### src/rtl/cv32e40p_tmr_mult_ctrl.sv
// Sequencing and voting controller for the triple-redundant multiplier.
// Runs three replicas in lockstep, votes word-wise, retries and tracks faults.
module cv32e40p_tmr_mult_ctrl #(
    parameter int TIMEOUT      = 16,
    parameter int MAX_RETRY    = 2,
    parameter int FAULT_THRESH = 3,
    parameter int CNT_W        = 4
) (
    input  logic        clk,
    input  logic        rst,
    input  logic        req_valid_i,
    output logic        req_ready_o,
    output logic        rep_enable_o,
    output logic        rep_ex_ready_o,
    input  logic [2:0]  rep_ready_i,
    input  logic [31:0] rep_result0_i,
    input  logic [31:0] rep_result1_i,
    input  logic [31:0] rep_result2_i,
    input  logic [2:0]  rep_cmp_i,
    output logic [31:0] result_o,
    output logic        comparison_result_o,
    output logic        valid_o,
    input  logic        ex_ready_i,
    output logic        err_uncorr_o,
    output logic [2:0]  fault_o
);

    localparam int TW = (TIMEOUT < 2) ? 1 : $clog2(TIMEOUT);
    localparam int RW = (MAX_RETRY < 1) ? 1 : $clog2(MAX_RETRY + 1);

    typedef enum logic [2:0] {
        IDLE,
        BUSY,
        VOTE,
        RETRY,
        DONE
    } state_t;

    state_t                  state_q, state_d;
    logic [2:0]              done_q, done_d;
    logic [2:0][32:0]        word_q, word_d;
    logic [2:0][32:0]        rep_word;
    logic [TW-1:0]           timer_q, timer_d;
    logic [RW-1:0]           retry_q, retry_d;
    logic [2:0][CNT_W-1:0]   cnt_q, cnt_d;
    logic [2:0]              fault_q, fault_d;
    logic [31:0]             result_q, result_d;
    logic                    cmp_q, cmp_d;
    logic                    err_q, err_d;

    logic                    busy_exit;
    logic                    m01, m02, m12, maj;
    logic [32:0]             win, fallback;
    logic [2:0]              miss_maj;

    assign rep_word[0] = {rep_cmp_i[0], rep_result0_i};
    assign rep_word[1] = {rep_cmp_i[1], rep_result1_i};
    assign rep_word[2] = {rep_cmp_i[2], rep_result2_i};

    // A replica raising ready in the timeout cycle still counts as done.
    assign busy_exit = (&(done_q | rep_ready_i))
                     || (timer_q == TW'(TIMEOUT - 1));

    assign m01 = done_q[0] && done_q[1] && (word_q[0] == word_q[1]);
    assign m02 = done_q[0] && done_q[2] && (word_q[0] == word_q[2]);
    assign m12 = done_q[1] && done_q[2] && (word_q[1] == word_q[2]);
    assign maj = m01 || m02 || m12;

    always_comb begin
        win = '0;
        if (m01 || m02) begin
            win = word_q[0];
        end else if (m12) begin
            win = word_q[1];
        end
    end

    always_comb begin
        fallback = '0;
        if (done_q[0]) begin
            fallback = word_q[0];
        end else if (done_q[1]) begin
            fallback = word_q[1];
        end else if (done_q[2]) begin
            fallback = word_q[2];
        end
    end

    always_comb begin
        for (int i = 0; i < 3; i++) begin
            miss_maj[i] = !done_q[i] || (word_q[i] != win);
        end
    end

    always_comb begin
        state_d        = state_q;
        done_d         = done_q;
        word_d         = word_q;
        timer_d        = timer_q;
        retry_d        = retry_q;
        cnt_d          = cnt_q;
        result_d       = result_q;
        cmp_d          = cmp_q;
        err_d          = err_q;
        req_ready_o    = 1'b0;
        rep_enable_o   = 1'b0;
        rep_ex_ready_o = 1'b0;

        unique case (state_q)
            IDLE: begin
                req_ready_o = 1'b1;
                if (req_valid_i) begin
                    state_d = BUSY;
                    done_d  = '0;
                    timer_d = '0;
                    retry_d = '0;
                end
            end
            BUSY: begin
                rep_enable_o = 1'b1;
                timer_d      = timer_q + TW'(1);
                for (int i = 0; i < 3; i++) begin
                    if (rep_ready_i[i] && !done_q[i]) begin
                        word_d[i] = rep_word[i];
                        done_d[i] = 1'b1;
                    end
                end
                if (busy_exit) begin
                    rep_ex_ready_o = 1'b1;
                    state_d        = VOTE;
                end
            end
            VOTE: begin
                if (maj) begin
                    result_d = win[31:0];
                    cmp_d    = win[32];
                    err_d    = 1'b0;
                    state_d  = DONE;
                end else if (retry_q < RW'(MAX_RETRY)) begin
                    retry_d = retry_q + RW'(1);
                    state_d = RETRY;
                end else begin
                    result_d = fallback[31:0];
                    cmp_d    = fallback[32];
                    err_d    = 1'b1;
                    state_d  = DONE;
                end
                // Without a winner only missing replicas are blamed.
                for (int i = 0; i < 3; i++) begin
                    if ((maj && miss_maj[i]) || (!maj && !done_q[i])) begin
                        if (cnt_q[i] != {CNT_W{1'b1}}) begin
                            cnt_d[i] = cnt_q[i] + CNT_W'(1);
                        end
                    end
                end
            end
            RETRY: begin
                done_d  = '0;
                timer_d = '0;
                state_d = BUSY;
            end
            DONE: begin
                if (ex_ready_i) begin
                    err_d   = 1'b0;
                    state_d = IDLE;
                end
            end
            default: begin
                state_d = IDLE;
            end
        endcase
    end

    always_comb begin
        for (int i = 0; i < 3; i++) begin
            fault_d[i] = fault_q[i]
                       || (cnt_d[i] >= CNT_W'(FAULT_THRESH));
        end
    end

    always_ff @(posedge clk or posedge rst) begin
        if (rst) begin
            state_q  <= IDLE;
            done_q   <= '0;
            word_q   <= '0;
            timer_q  <= '0;
            retry_q  <= '0;
            cnt_q    <= '0;
            fault_q  <= '0;
            result_q <= '0;
            cmp_q    <= 1'b0;
            err_q    <= 1'b0;
        end else begin
            state_q  <= state_d;
            done_q   <= done_d;
            word_q   <= word_d;
            timer_q  <= timer_d;
            retry_q  <= retry_d;
            cnt_q    <= cnt_d;
            fault_q  <= fault_d;
            result_q <= result_d;
            cmp_q    <= cmp_d;
            err_q    <= err_d;
        end
    end

    assign valid_o             = (state_q == DONE);
    assign result_o            = result_q;
    assign comparison_result_o = cmp_q;
    assign err_uncorr_o        = err_q;
    assign fault_o             = fault_q;

endmodule
### config.mk
export PLATFORM = sky130hd
export DESIGN_NAME = cv32e40p_tmr_mult_ctrl
export DESIGN_NICKNAME = d
export VERILOG_FILES = /design/src/rtl/cv32e40p_tmr_mult_ctrl.sv
export SDC_FILE = /design/constraint.sdc
export NUM_CORES = 1
export LEC_CHECK = 0
export ABC_AREA = 0
export CAP_MARGIN = 30
export CELL_PAD_IN_SITES_DETAIL_PLACEMENT = 1
export CELL_PAD_IN_SITES_GLOBAL_PLACEMENT = 1
export CORE_AREA = 2 2 204 206
export DETAILED_ROUTE_END_ITERATION = 16
export DIE_AREA = 0 0 206 208
export PLACE_DENSITY = 0.49
export RECOVER_POWER = 100
export SYNTH_ARGS = -nofsm -noshare
export SYNTH_HDL_FRONTEND = slang
export SYNTH_SLANG_ARGS = --single-unit
### constraint.sdc
create_clock -name clk -period 7.7 [get_ports clk]
set_input_delay 1.155 -clock clk [delete_from_list [all_inputs] [get_ports clk]]
set_output_delay 1.155 -clock clk [all_outputs]
set_load 0.1 [all_outputs]
; ---- After elaboration in Yosys (flattened, before gate mapping)
; Cells that the tools add are included.
[word_totals]
ff_bits = 160
[classes]
n_addsub = 5
n_lt_le_gt_ge = 4
eq_ne = 24
n_mux = 41
bitwise_logic = 1
reduce_logical = 47
[op_table]
columns = operator, count
row1 = 33-bit two-way mux, 5
row2 = 33-bit equality test, 3
row3 = 33-bit != test, 3
row4 = 32-bit two-way mux, 2
row5 = 4-bit two-way mux, 7
row6 = 3-bit two-way mux, 6
row7 = 3-bit AND reduction, 6
row8 = "4-bit by 1-bit adder with 4-bit output, second input constant", 4
row9 = "2-bit != test, second input constant", 8
row10 = 1-bit logical AND, 15
row11 = 3-bit one-hot mux with 5 select lines, 1
row12 = "4-bit by 2-bit greater-or-equal comparator with 1-bit output, second input constant", 3
row13 = 1-bit logical OR, 12
row14 = 1-bit two-way mux, 12
row15 = 12-bit two-way mux, 1
row16 = "4-bit != test, second input constant", 3
row17 = 4-bit one-hot mux with 3 select lines, 1
row18 = 2-bit AND reduction, 5
row19 = 3-bit one-hot mux with 3 select lines, 1
row20 = "3-bit by 2-bit equality test with 1-bit output, second input constant", 2
row21 = 2-bit two-way mux, 3
row22 = "4-bit equality test, second input constant", 1
row23 = 1-bit logical NOT, 4
row24 = 2-bit one-hot mux with 2 select lines, 1
row25 = 12 further kinds, 13

; ---- Longest topological paths before layout
[logic_depth]
depth_word = 12
depth_mapped = 14
mapped_depth_nobuf = 11

; ---- Worst setup path before layout
; OpenSTA, ideal clock, no wires.
[synth_path]
kind = input -> output
startpoint = input rep_ready_i[2]
endpoint = output rep_ex_ready_o
arrival_time_ns = 3.393
required_time_ns = 6.545
slack_ns = 3.152
cell_stages = 4
cell_sequence = o22ai_1 > nor2_1 > a31oi_1 > nor3_1
[synth_via]
elab_chain_cells = 5
[synth_rtl]
columns = element, line_no
row1 = "start, declared", 15  ; input logic [2:0] rep_ready_i,
row2 = 3-bit OR, 61  ; assign busy_exit = (&(done_q | rep_ready_i))
row3 = 3-bit AND reduction, 61
row4 = 1-bit logical OR, 62  ; || (timer_q == TW'(TIMEOUT - 1));
row5 = 1-bit two-way mux, 128  ; if (busy_exit) begin
row6 = 1-bit two-way mux, 109  ; unique case (state_q)
row7 = "end, declared", 14  ; output logic rep_ex_ready_o,
; Every way passes these cells.

==> key figures <==
Run status
  • Violated checks: capacitance limit, slew limit
  • Outcome: finished, violations left

Global routing
  • Met2 GRT Util: 0.356
  • Overflow after GRT: 0
  • First-pass GRT wire length: 65900 µm
  • GRT Util Overall: 0.213
  • Vias in the first global route: 9526
  • Initial antenna violation count: 0
  • Largest net degree at the start of global routing: 91
  • Met1 Usage GRT: 0.275
  • GR peak layer: met2
  • GR Util met3: 0.0323

Cells and area
  • Post-layout nets: 1248
  • Area Growth Syn to Fin: 25.0%
  • Reg area: 0.00400 mm²
  • FILL cells: 4591
  • Share of layout cells above drive strength 1: 0.149
  • Multi-input gate area: 0.00547 mm²

STA
  • Max frequency: 0.168 GHz
  • RSZ-0062 raised after global routing: no
  • Setup_tns: 0 ps
  • Fin. Hold Viols: 0
  • Worst setup margin: 1730 ps
  • Relative slew slack: -0.685
  • Worst Skew: 17.1 ps
  • Tcrit/Tclk final: 0.775
  • Crit path time final: 5970 ps
  • Final setup fails: 0
  • Slew Limit Fails: 170
  • Worst-Margin Slew: 2530 ps

Clocking
  • Post-CTS Hold Buffers: 0
  • Setup Buffers After CTS: 0
  • Clk pin slew, worst setup/hold paths: 70 ps
  • H-tree depth reported by CTS: 4
  • CTS Buf Count: 17
  • Resized Gates After CTS: 0
  • Clk sinks: 160
  • Clock Root Buffer: clkbuf_16
  • Clk_lat worst skew: 470 ps
  • Clk buf depth: 2
  • CTS tree: done

Die
  • Core area: 0.0406 mm²
  • Initial Utilization: 0.247
  • Site Rows: 74
  • IO Count: 147
  • Die Span Y: 208 µm
  • Die ar.: 0.0428 mm²
  • Die W: 206 µm

Logic synthesis
  • Cell taking the most area after synthesis: dfrtp_1
  • Top post-synthesis cells by area: dfrtp_1 (40%), mux2_2 (11%), xnor2_1 (4.2%)
  • Synth Flop Type: dfrtp_1
  • Mapped Cells: 1041
  • Total nets after synthesis: 1151
  • Library cells used by synthesis: 75
  • Register area share after synthesis: 0.399
  • Post-synth EDFFs: 0
  • Avg Cell Area, Syn: 9.63 µm²
  • Asr flop ratio synth: 1.00
  • Synth top area share: 0.399
  • Yosys reg bits: 160
  • Yosys warns: 0
  • Mapped Area: 0.0100 mm²

Route
  • DR DRC count: 0
  • Vias per inst: 5.35
  • Pre-antenna DRT Iters: 5
  • Wire per inst: 26.4 µm
  • Via count: 9003
  • Antenna viol nets, final: 0
  • DR iter-0 viols: 521
  • Final wirelength: 44500 µm

Placement
  • Detail Placement HPWL: 33800 µm
  • Port Buffers: 146
  • Routability-driven placement congestion ratio: 0.975
  • Dpl ws: 2750 ps

Critical path
  • Worst path slowest cell: nor4_1
  • Critical path class: register to register
  • Worst Path Buf+Inv: 3
  • CP max stage delay: 640 ps
  • Worst setup EP type: register
  • Crit Path Max Fanout: 41
  • WP data arrival: 6310 ps
  • CP top delay family: simple AND/OR/NAND/NOR gates
  • WP data required: 8040 ps
  • Worst setup SP type: register
  • Worst-path cell chain: buf_4 > nand2_1 > or4b_1 > or4_1 > nor4_4 > clkbuf_1 > nor2_1 > clkbuf_1 > a2111oi_0 > nor2_1 > nor4_1 > and4bb_4 > a311oi_1 > mux2_4

Power and ir drop
  • Static Leak: 4.99 nW
  • Maximum vdd drop: 135 µV
  • Pwr/cell area: 491 mW/mm²

Worst hold path
  • Worst Hold Class: register to register

Run
  • MaxCap Viol Count: 4
-- layer usage --
| layer | wire (µm) | share of wire | vias up |
|---|---|---|---|
| met5 | 0 | 0 | - |
| met4 | 1440 | 0.032 | 0 |
| met1 | 19300 | 0.43 | 4635 |
| met3 | 2110 | 0.047 | 73 |
| met2 | 21700 | 0.49 | 282 |
| li1 | - | - | 4013 |
-- placed cells by master, fill, tap and decap left out, types with 23 or more instances in the layout --
cell               n
inv_1             31
clkdlybuf4s50_1  102
mux2_2           101
a21oi_1           34
dlygate4sd3_1     44
a221oi_1          23
xnor2_1           48
o22ai_1           33
dfrtp_1          160
nand4_1           34
nor2_1            71
nand2_1           64
a22oi_1           32
xor2_1            41
o21ai_0           62
-- sequential cells by signal (all words and copies together) (netlist names) --
signal	flops
err_uncorr_o	1
timer_q	4
comparison_result_o	1
word_q	99
fault_o	3
state_q	3
retry_q	2
cnt_q	12
done_q	3
result_o	32
-- stage by stage --
stage | cell area (µm²) | power, mW | hold WS (ps) | util | cells
floorplan | 10000 | 3.97 | 486 | - | 1041
global placement | 11900 | 5.21 | 470 | 0.293 | 1649
detailed placement | 11900 | 5.21 | 475 | 0.293 | 1649
CTS | 12500 | 6.21 | 491 | 0.309 | 1681
global route | 12500 | 6.50 | 501 | 0.309 | 1683
finish | 12500 | 6.15 | 474 | 0.309 | 1684
-- kinds of logic after synthesis --
kind of cell / synth area share
AND/OR/NAND/NOR: 0.167
XOR/XNOR: 0.0777
buffers and inverters: 0.0534
adder cells (fa/ha/maj): 0.00499
multiplexers: 0.122
flip-flops: 0.399
AO/OA/AOI/OAI: 0.176
-- power by group --
group / switching, mW / internal [mW] / total, mW
combinational: 1.87 / 1.17 / 3.04
clock: 0.384 / 0.577 / 0.961
sequential: 0.945 / 1.21 / 2.15
-- cell usage after synthesis (4+ instances only) --
master / count
a211oi_1: 5
nor4_1: 15
o21a_1: 11
a21boi_0: 4
a21oi_1: 34
buf_6: 7
inv_1: 32
clkbuf_1: 55
nand4_1: 34
a2111oi_2: 5
buf_2: 20
nand3_1: 14
mux2_2: 101
o2111ai_1: 5
nor2b_1: 22
dfrtp_1: 160
xor2_1: 41
o21ai_0: 62
nor2_1: 70
xnor2_1: 48
ha_1: 4
o22ai_1: 33
mux2i_1: 4
nand2_1: 64
a22oi_1: 32
or4_1: 5
a221oi_1: 23
a31oi_1: 6
nor3_1: 20
a22o_1: 7
nand2b_1: 21
-- final cells by class --
| class | instances | area share |
|---|---|---|
| Antenna cell | 1 | 0.000200 |
| Clock buffer | 19 | 0.0346 |
| Clock inverter | 13 | 0.0169 |
| Inverter | 35 | 0.0106 |
| Multi-Input combinational cell | 760 | 0.437 |
| Sequential cell | 160 | 0.320 |
| Tap cell | 532 | 0.0531 |
| Timing Repair Buffer | 164 | 0.128 |
-- worst reg2reg max path, delay by kind of cell, from the launching register on --
family                 cells  cell delay (ps)
AND/OR/NAND/NOR            8             3050
multiplexers               1              320
buffers and inverters      3             1580
AO/OA/AOI/OAI              2              550
flip-flops                 1              330
-- path summary, 6_finish.rpt --
| kind | from | to | slack (ps) | depth (start not counted) |
|---|---|---|---|---|
| min in group asynchronous | rst | done_q[0] | 1070 | 2 |
| min | result_o[30] | result_o[30] | 470 | 2 |
| max in group asynchronous | rst | result_o[13] | 5380 | 5 |
| max reg2reg | done_q[0] | cnt_q[9] | 1730 | 14 |
| max | done_q[0] | cnt_q[9] | 1730 | 14 |
| min reg2reg | result_o[30] | result_o[30] | 470 | 2 |
Power figures use the tool's default switching activity.
